File: src/rtl/release_req_arbiter_pkg.sv
// release_req_arbiter_pkg
// Shared types for the DCache release arbiter: the held release request,
// the arbiter FSM states, source encodings and the arbitration rule.
package release_req_arbiter_pkg;

    // Default payload widths of a DCache release request
    localparam int REL_ADDR_W = 36;
    localparam int REL_DATA_W = 512;

    // Source of a release: probe replies are non-voluntary, writebacks voluntary
    localparam logic SRC_PROBE = 1'b0;
    localparam logic SRC_WB    = 1'b1;

    typedef enum logic [1:0] {
        IDLE,
        ISSUE,
        WAIT
    } rel_arb_state_e;

    typedef struct packed {
        logic [REL_ADDR_W-1:0] addr;
        logic [2:0]            param;
        logic                  voluntary;
        logic                  hasData;
        logic                  dirty;
        logic [REL_DATA_W-1:0] data;
    } release_req_t;

    // Probes win ties unless the writeback has waited too long
    function automatic logic pick_source(input logic probe_valid,
                                         input logic wb_valid,
                                         input logic starve);
        if (wb_valid && (!probe_valid || starve)) begin
            return SRC_WB;
        end
        return SRC_PROBE;
    endfunction

endpackage

File: src/rtl/release_starve_ctr.sv
// release_starve_ctr
// Counts consecutive probe grants made while a writeback is waiting and
// raises 'starve' once the limit is reached, so the next tie goes to the
// writeback. Only built when RELEASE_REQ_ARB_STARVE_EN is defined.
`ifdef RELEASE_REQ_ARB_STARVE_EN
module release_starve_ctr
    import release_req_arbiter_pkg::*;
#(
    parameter int STARVE_LIMIT = 8
) (
    input  logic clock,
    input  logic reset,
    input  logic probe_grant,
    input  logic wb_grant,
    input  logic wb_valid,
    output logic starve
);

    localparam int CNT_W = $clog2(STARVE_LIMIT + 1);
    localparam logic [CNT_W-1:0] LIMIT = CNT_W'(STARVE_LIMIT);

    logic [CNT_W-1:0] starve_cnt;

    // Saturating count of probe wins over a pending writeback
    always_ff @(posedge clock) begin
        if (reset) begin
            starve_cnt <= '0;
        end else if (wb_grant) begin
            starve_cnt <= '0;
        end else if (probe_grant) begin
            if (!wb_valid) begin
                starve_cnt <= '0;
            end else if (starve_cnt != LIMIT) begin
                starve_cnt <= starve_cnt + CNT_W'(1);
            end
        end
    end

    assign starve = (starve_cnt == LIMIT);

endmodule
`endif

File: src/rtl/release_req_arbiter.sv
// release_req_arbiter
// Shares the single ReleaseUnit between probe replies and miss-queue
// writebacks. One request is granted in IDLE, held in a register while it is
// offered to ReleaseUnit, and the arbiter stays blocked until io_finish.
// Optional writeback starvation guard: RELEASE_REQ_ARB_STARVE_EN.
module release_req_arbiter
    import release_req_arbiter_pkg::*;
#(
    parameter int ADDR_W       = 36,
    parameter int DATA_W       = 512,
    parameter int STARVE_LIMIT = 8
) (
    input  logic              clock,
    input  logic              reset,

    input  logic              io_probe_valid,
    output logic              io_probe_ready,
    input  logic [ADDR_W-1:0] io_probe_bits_addr,
    input  logic [2:0]        io_probe_bits_param,
    input  logic              io_probe_bits_hasData,
    input  logic              io_probe_bits_dirty,
    input  logic [DATA_W-1:0] io_probe_bits_data,

    input  logic              io_wb_valid,
    output logic              io_wb_ready,
    input  logic [ADDR_W-1:0] io_wb_bits_addr,
    input  logic [2:0]        io_wb_bits_param,
    input  logic              io_wb_bits_hasData,
    input  logic              io_wb_bits_dirty,
    input  logic [DATA_W-1:0] io_wb_bits_data,

    output logic              io_out_valid,
    input  logic              io_out_ready,
    output logic [ADDR_W-1:0] io_out_bits_addr,
    output logic [2:0]        io_out_bits_param,
    output logic              io_out_bits_voluntary,
    output logic              io_out_bits_hasData,
    output logic              io_out_bits_dirty,
    output logic [DATA_W-1:0] io_out_bits_data,

    input  logic              io_finish,
    output logic              io_busy,
    output logic              io_inflight_src
);

    rel_arb_state_e    state_q;
    rel_arb_state_e    state_d;
    logic              probe_grant;
    logic              wb_grant;
    logic              starve;

    logic [ADDR_W-1:0] addr_q;
    logic [2:0]        param_q;
    logic              voluntary_q;
    logic              has_data_q;
    logic              dirty_q;
    logic [DATA_W-1:0] data_q;
    logic              src_q;

`ifdef RELEASE_REQ_ARB_STARVE_EN
    release_starve_ctr #(
        .STARVE_LIMIT(STARVE_LIMIT)
    ) u_starve_ctr (
        .clock       (clock),
        .reset       (reset),
        .probe_grant (probe_grant),
        .wb_grant    (wb_grant),
        .wb_valid    (io_wb_valid),
        .starve      (starve)
    );
`else
    logic unused_starve_limit;
    assign starve              = 1'b0;
    assign unused_starve_limit = STARVE_LIMIT[0];
`endif

    // State register; reset abandons any held request
    always_ff @(posedge clock) begin
        if (reset) begin
            state_q <= IDLE;
        end else begin
            state_q <= state_d;
        end
    end

    // Grant selection in IDLE, then hold until handshake and finish
    always_comb begin
        state_d      = state_q;
        probe_grant  = 1'b0;
        wb_grant     = 1'b0;
        io_out_valid = 1'b0;
        case (state_q)
            IDLE: begin
                if (!reset && (io_probe_valid || io_wb_valid)) begin
                    if (pick_source(io_probe_valid, io_wb_valid, starve) == SRC_WB) begin
                        wb_grant = 1'b1;
                    end else begin
                        probe_grant = 1'b1;
                    end
                    state_d = ISSUE;
                end
            end
            ISSUE: begin
                io_out_valid = 1'b1;
                if (io_out_ready) begin
                    state_d = WAIT;
                end
            end
            WAIT: begin
                if (io_finish) begin
                    state_d = IDLE;
                end
            end
            default: begin
                state_d = IDLE;
            end
        endcase
    end

    // Holding register, loaded only on a grant
    always_ff @(posedge clock) begin
        if (reset) begin
            addr_q      <= '0;
            param_q     <= '0;
            voluntary_q <= 1'b0;
            has_data_q  <= 1'b0;
            dirty_q     <= 1'b0;
            data_q      <= '0;
            src_q       <= SRC_PROBE;
        end else if (probe_grant) begin
            addr_q      <= io_probe_bits_addr;
            param_q     <= io_probe_bits_param;
            voluntary_q <= SRC_PROBE;
            has_data_q  <= io_probe_bits_hasData;
            dirty_q     <= io_probe_bits_dirty;
            data_q      <= io_probe_bits_data;
            src_q       <= SRC_PROBE;
        end else if (wb_grant) begin
            addr_q      <= io_wb_bits_addr;
            param_q     <= io_wb_bits_param;
            voluntary_q <= SRC_WB;
            has_data_q  <= io_wb_bits_hasData;
            dirty_q     <= io_wb_bits_dirty;
            data_q      <= io_wb_bits_data;
            src_q       <= SRC_WB;
        end
    end

    assign io_probe_ready        = probe_grant;
    assign io_wb_ready           = wb_grant;
    assign io_busy               = (state_q != IDLE);
    assign io_inflight_src       = src_q;
    assign io_out_bits_addr      = addr_q;
    assign io_out_bits_param     = param_q;
    assign io_out_bits_voluntary = voluntary_q;
    assign io_out_bits_hasData   = has_data_q;
    assign io_out_bits_dirty     = dirty_q;
    assign io_out_bits_data      = data_q;

endmodule

File: config.mk
export PLATFORM = sky130hd
export DESIGN_NAME = release_req_arbiter
export DESIGN_NICKNAME = d
export VERILOG_FILES = /design/src/rtl/release_req_arbiter_pkg.sv /design/src/rtl/release_starve_ctr.sv /design/src/rtl/release_req_arbiter.sv
export SDC_FILE = /design/constraint.sdc
export NUM_CORES = 1
export LEC_CHECK = 0
export CELL_PAD_IN_SITES_DETAIL_PLACEMENT = 2
export CELL_PAD_IN_SITES_GLOBAL_PLACEMENT = 2
export CORE_AREA = 8 8 644 646
export CTS_CLUSTER_DIAMETER = 150
export DETAILED_ROUTE_END_ITERATION = 10
export DIE_AREA = 0 0 652 654
export GPL_TIMING_DRIVEN = 1
export PLACE_DENSITY = 0.45
export SETUP_SLACK_MARGIN = 0.2
export SLEW_MARGIN = 20
export SYNTH_ARGS = -nofsm -noshare
export SYNTH_HDL_FRONTEND = slang
export SYNTH_HIERARCHICAL = 1
export SYNTH_SLANG_ARGS = --single-unit
File: constraint.sdc
create_clock -name clock -period 2 [get_ports clock]
set_clock_uncertainty 0.05 [all_clocks]
set_input_delay 0.2 -clock clock [delete_from_list [all_inputs] [get_ports clock]]
set_output_delay 0.2 -clock clock [all_outputs]
set_load 0.02 [all_outputs]
-- After elaboration in Yosys (flattened, before gate mapping)
Cells that the tools add are included.
- bits of input ports: 1112
- flip-flop bits (word level): 556
- logic and storage cells: 50
- output and inout bits: 559
- equality and inequality tests: 5
- mux-type cells: 28
- reductions and logical operators: 10
- operators by type and width (operator ; number):
    512-bit two-way mux ; 2
    36-bit two-way mux ; 2
    1-bit two-way mux ; 18
    2-bit two-way mux ; 3
    3-bit two-way mux ; 2
    2-bit != test (second input constant) ; 3
    2-bit case mux with 3 select lines ; 1
    2-bit nonzero test ; 2
    3-bit AND reduction ; 1
    2-bit by 1-bit equality test with 1-bit output (second input constant) ; 1
    2-bit equality test (second input constant) ; 1
    1-bit logical AND ; 2
    1-bit logical NOT ; 2
    2-bit logical NOT ; 1
    2-bit OR reduction ; 1
    1-bit logical OR ; 1

-- Longest topological paths before layout
- word-level depth: 13
- depth in mapped cells: 7
- mapped depth without buffers: 3

-- Worst setup path before layout
No wires, ideal clock.
- path kind: register -> register
- start: register state_q[0]
- end: register addr_q[0], in the netlist io_out_bits_addr[0]
- arrival time: 1.307 ns
- setup time: 0.154 ns
- setup slack: 0.489 ns
- path buffers: 4
- data required time: 1.796 ns
- period minus slack after synthesis: 1.511 ns
- stages on the path, launching flop included: 7
- cell sequence: dfxtp_1 > buf_2 > nor3_2 > buf_2 > buf_2 > buf_2 > a221oi_1
- cells in the longest elaborated chain, start to end: 3
- elaborated cells between the ends (all ways): 5
- classes of those cells: 3 x mux; 2 x reduce/logical
- RTL lines (what ; line ; RTL):
    start: declaration ; release_req_arbiter.sv:46 ; rel_arb_state_e state_q;
    start signal: assignment ; release_req_arbiter.sv:82 ; state_q <= state_d;
    2-bit logical NOT * ; release_req_arbiter.sv:92 ; case (state_q)
    1-bit two-way mux ; release_req_arbiter.sv:92 ;
    36-bit two-way mux or 2-bit nonzero test (tied branches) ; -- ;
    end signal: assignment ; release_req_arbiter.sv:131 ; addr_q <= io_probe_bits_addr;
    end signal: assignment ; release_req_arbiter.sv:139 ; addr_q <= io_wb_bits_addr;
    end: declaration ; release_req_arbiter.sv:52 ; logic [ADDR_W-1:0] addr_q;
Every way passes the cells marked *; elsewhere a longest branch is shown, timed or not.
A chain may end at the register's enable or synchronous reset.

-- Worst setup path after layout
- start: register state_q[1]
- end: output io_wb_ready
- cells in the longest elaborated chain, start to end: 2
- RTL lines (what ; line ; RTL):
    2-bit logical NOT ; release_req_arbiter.sv:92 ;
    1-bit two-way mux ; release_req_arbiter.sv:92 ;
    end: declaration ; release_req_arbiter.sv:25 ; output logic io_wb_ready,
Every way passes these cells.

==> flow_metrics.env <==
export IMPL_synth_avg_cell_area_um2=8.82
export IMPL_area_growth_pct=137
export IMPL_p_switching_mw=17.3
export IMPL_synth_nets=4261
export IMPL_final_core_util_pct=16.3
export IMPL_cts_sinks=556
export IMPL_vias=37388
export IMPL_finalCritPeriodShare_pct=122
export IMPL_synth_top_family_by_area="compound AO/OA/AOI/OAI gates"
export IMPL_wl_um=373000
export IMPL_cp_top_family="simple AND/OR/NAND/NOR gates"
export IMPL_relSlewSlack_pct=27.3
export IMPL_status="finished, violations left"
export IMPL_cp_arrival_ns=2.20
export IMPL_hold_viol=0
export IMPL_io_buffer_count=1670
export IMPL_slowest_stage="or3_4"
export IMPL_synth_seq_cells=556
export IMPL_netlist_instances=3149
export IMPL_path_class="flip-flop to output port"
export IMPL_fin_cells=10900
export IMPL_crit_path_max_incr_delay_ns=0.46
export IMPL_cts_tree="built"
export IMPL_p_per_area_nw_per_um2=720
export IMPL_startpoint_type="flip-flop"
export IMPL_fin_hold_ws_ns=0.0890
export IMPL_row_count=234
export IMPL_hold_path_class="input pin to flip-flop"
export IMPL_numCtsBuffers=88
export IMPL_yosys_top_cells_area="dfxtp_1 40%, o2bb2ai_1 17%, a221oi_1 12%"
export IMPL_die_area_um2=426000
export IMPL_fin_crit_ns=2.45
export IMPL_cap_violations=0
export IMPL_place_hpwl_um=297000
export IMPL_violations="setup timing"
export IMPL_timing_fmax_mhz=409
export IMPL_synthTopCellsByCount="556 x dfxtp_1, 554 x inv_1, 550 x nor2_1, 546 x o2bb2ai_1, 383 x a221oi_1"
export IMPL_viasPerCell=3.43
export IMPL_drt_iter0_drc=2014
export IMPL_crit_required_ns=1.75
export IMPL_comb_power_share_pct=38.3
export IMPL_grt_overflow_total=0
export IMPL_htreeDepth=3
export IMPL_core_area_um2=405000
export IMPL_hold_path_depth=3
export IMPL_grt_start_max_net_pins=66
export IMPL_drtPass1Iterations=5
export IMPL_setup_viol=495
export IMPL_die_w_um=652
export IMPL_detail_route_antenna_nets=0
export IMPL_vdd_drop_max_uv=591
export IMPL_numPlacedInstances=10138
export IMPL_final_layout_size_suffix_gt1_share_pct=30.8
export IMPL_synth_edff_count=0
export IMPL_synth_compound_area_share_pct=38.8
export IMPL_tightestPinTransition_ns=1.09
export IMPL_gp_congestion=0.922
export IMPL_clockBufferDepth=4
export IMPL_final_setup_worst_slack_ns=-0.445
export IMPL_root_buffer="clkbuf_16"
export IMPL_num_io_pins=1671
export IMPL_path_clk_slew_ns=0.05
export IMPL_seqPwrFrac_pct=28.1
export IMPL_switching_share_pct=36.5
export IMPL_rsz0062_at_grt="yes"
export IMPL_grt_pass1_vias=39149
export IMPL_synthMuxAreaShare_pct=0
export IMPL_finalPower_mw=47.4
export IMPL_grt_pass1_wl_um=440000
export IMPL_dpl_cell_area_um2=52500
export IMPL_synth_area_um2=27800
export IMPL_start_util_pct=6.87
export IMPL_die_height_um=654
export IMPL_p_int_mw=30.1
export IMPL_critical_path_endpoint_type="output port"
export IMPL_synth_cell_types=24
export IMPL_antenna_found_initial=276
export IMPL_stdcell_area_um2=65800
export IMPL_synth_top_area_cell="dfxtp_1"
export IMPL_nets=6451
export IMPL_leakage_nw=23.7
export IMPL_cp_num_buf_inv=2
export IMPL_r2r_cells=11
export IMPL_synthAdderAreaFrac_pct=0
export IMPL_synth_xor_area_share_pct=0
export IMPL_wl_per_cell_um=34.2
export IMPL_drc=0
export IMPL_yosysTopAreaCellShare_pct=40.1
export IMPL_async_reset_ff_share_pct=0
export IMPL_ys_warn_count=6
export IMPL_maxSlewViolCount=0
export IMPL_path_cells="buf_6 > or3_4 > nor2_4 > buf_12"
export IMPL_synth_most_common_cell="dfxtp_1"
export IMPL_p_clk_share_pct=33.6
export IMPL_crit_fanout=3
export IMPL_yosysSeqAreaShare_pct=40.1
export IMPL_path_depth=4
export IMPL_track_usage_pct=15.6
export IMPL_insertion_delay_ns=0.76
export IMPL_synthSimpleGateAreaFrac_pct=7.62
export IMPL_synthFlopType="dfxtp_1"
==> metal layers <==
layer / share of wire [%] / vias up / routed length [µm] / global-route usage, %
met1: 37 / 18894 / 137000 / 16.4
met5: 0.31 / - / 1140 / 0
li1: - / 16027 / - / -
met3: 8.1 / 645 / 30100 / 5.77
met4: 3.4 / 172 / 12900 / 4.21
met2: 52 / 1650 / 193000 / 29.0
==> cell usage in the layout (no fill, tap or decap), drive strengths merged, types with 2 or more instances in the layout <==
cell type,instances
diode,74
nor2,551
bufinv,4
clkdlybuf4s15,352
inv,557
clkdlybuf4s18,6
o2bb2ai,546
dlygate4sd3,357
clkdlybuf4s50,1108
a221oi,553
nor3,2
dfxtp,556
o22ai,7
clkinv,12
a21oi,2
clkbuf,202
buf,568
dlygate4sd2,8
==> per-stage QoR <==
| stage | setup TNS (ns) | setup WS [ns] |
|---|---|---|
| 2_1_floorplan | 0 | 0.489 |
| 3_3_place_gp | -0.818 | -0.352 |
| 3_5_place_dp | -0.985 | -0.353 |
| 4_1_cts | -16.61 | -0.615 |
| 5_1_grt | -84.85 | -0.571 |
| 6_report | -41.72 | -0.445 |
==> worst paths after layout <==
check	slack, ns	start	to
worst min register to register	0.41	io_out_bits_param[0]$_SDFFE_PP0P_	io_out_bits_param[0]$_SDFFE_PP0P_
worst max register to register	-0.21	state_q[0]$_SDFFE_PP0P_	io_out_bits_data[425]$_SDFFE_PP0P_
worst min-delay path	0.09	reset	io_out_bits_data[156]$_SDFFE_PP0P_
worst max-delay path	-0.45	state_q[1]$_SDFFE_PP0P_	io_wb_ready
==> worst register-to-register path: stages, from the launching register on <==
cell and delay (ns):
dfxtp_4 0.34, buf_6 0.12, buf_6 0.10, buf_6 0.10, buf_6 0.11, nor3_4 0.30, buf_12 0.17, buf_16 0.19
buf_16 0.19, buf_12 0.20, buf_12 0.13, a221oi_4 0.06
==> state kept, by name, summed over array words and instances (netlist names) <==
signal and count:
io_out_bits_param 3, io_out_bits_data 512, io_out_bits_dirty 1, state_q 2, io_inflight_src 1, io_out_bits_addr 36
io_out_bits_hasData 1
==> cell type report <==
cell class	instances	area [µm²]
Tap cell	5428	6790
Inverter	555	2090
Clock inverter	18	216
Fill cell	46246	339000
Sequential cell	556	11200
Multi-Input combinational cell	1668	15800
Clock buffer	131	2580
Antenna cell	74	185
Timing Repair Buffer	2470	27000
==> cell families (layout without fill, tap and decap cells) <==
logic type             after synthesis  after routing
AOI/OAI and AO/OA                 1111           1111
buffers and inverters              925           3174
DFF                                556            556
other                                0             74
and+or+nand+nor                    557            557
==> power by group through the flow <==
stage	logic [mW]	clock network, mW	registers, mW
3_5_place_dp	14.3	0	13.5
2_1_floorplan	3.90	0	14.9
4_1_cts	15.1	16.6	13.3
5_1_grt	18.9	16.9	13.5
3_3_place_gp	14.2	0	13.5
6_report	18.1	15.9	13.3
==> timing repair <==
item	in CTS	in global routing
pin swaps	71	459
endpoints found under the setup margin	947	558
hold endpoints to repair	359	0
hold buffers	360	0
setup buffers	16	55
gates resized for setup	2040	554
cloned	13	95
No activity file was read; power rests on OpenSTA's default activity.
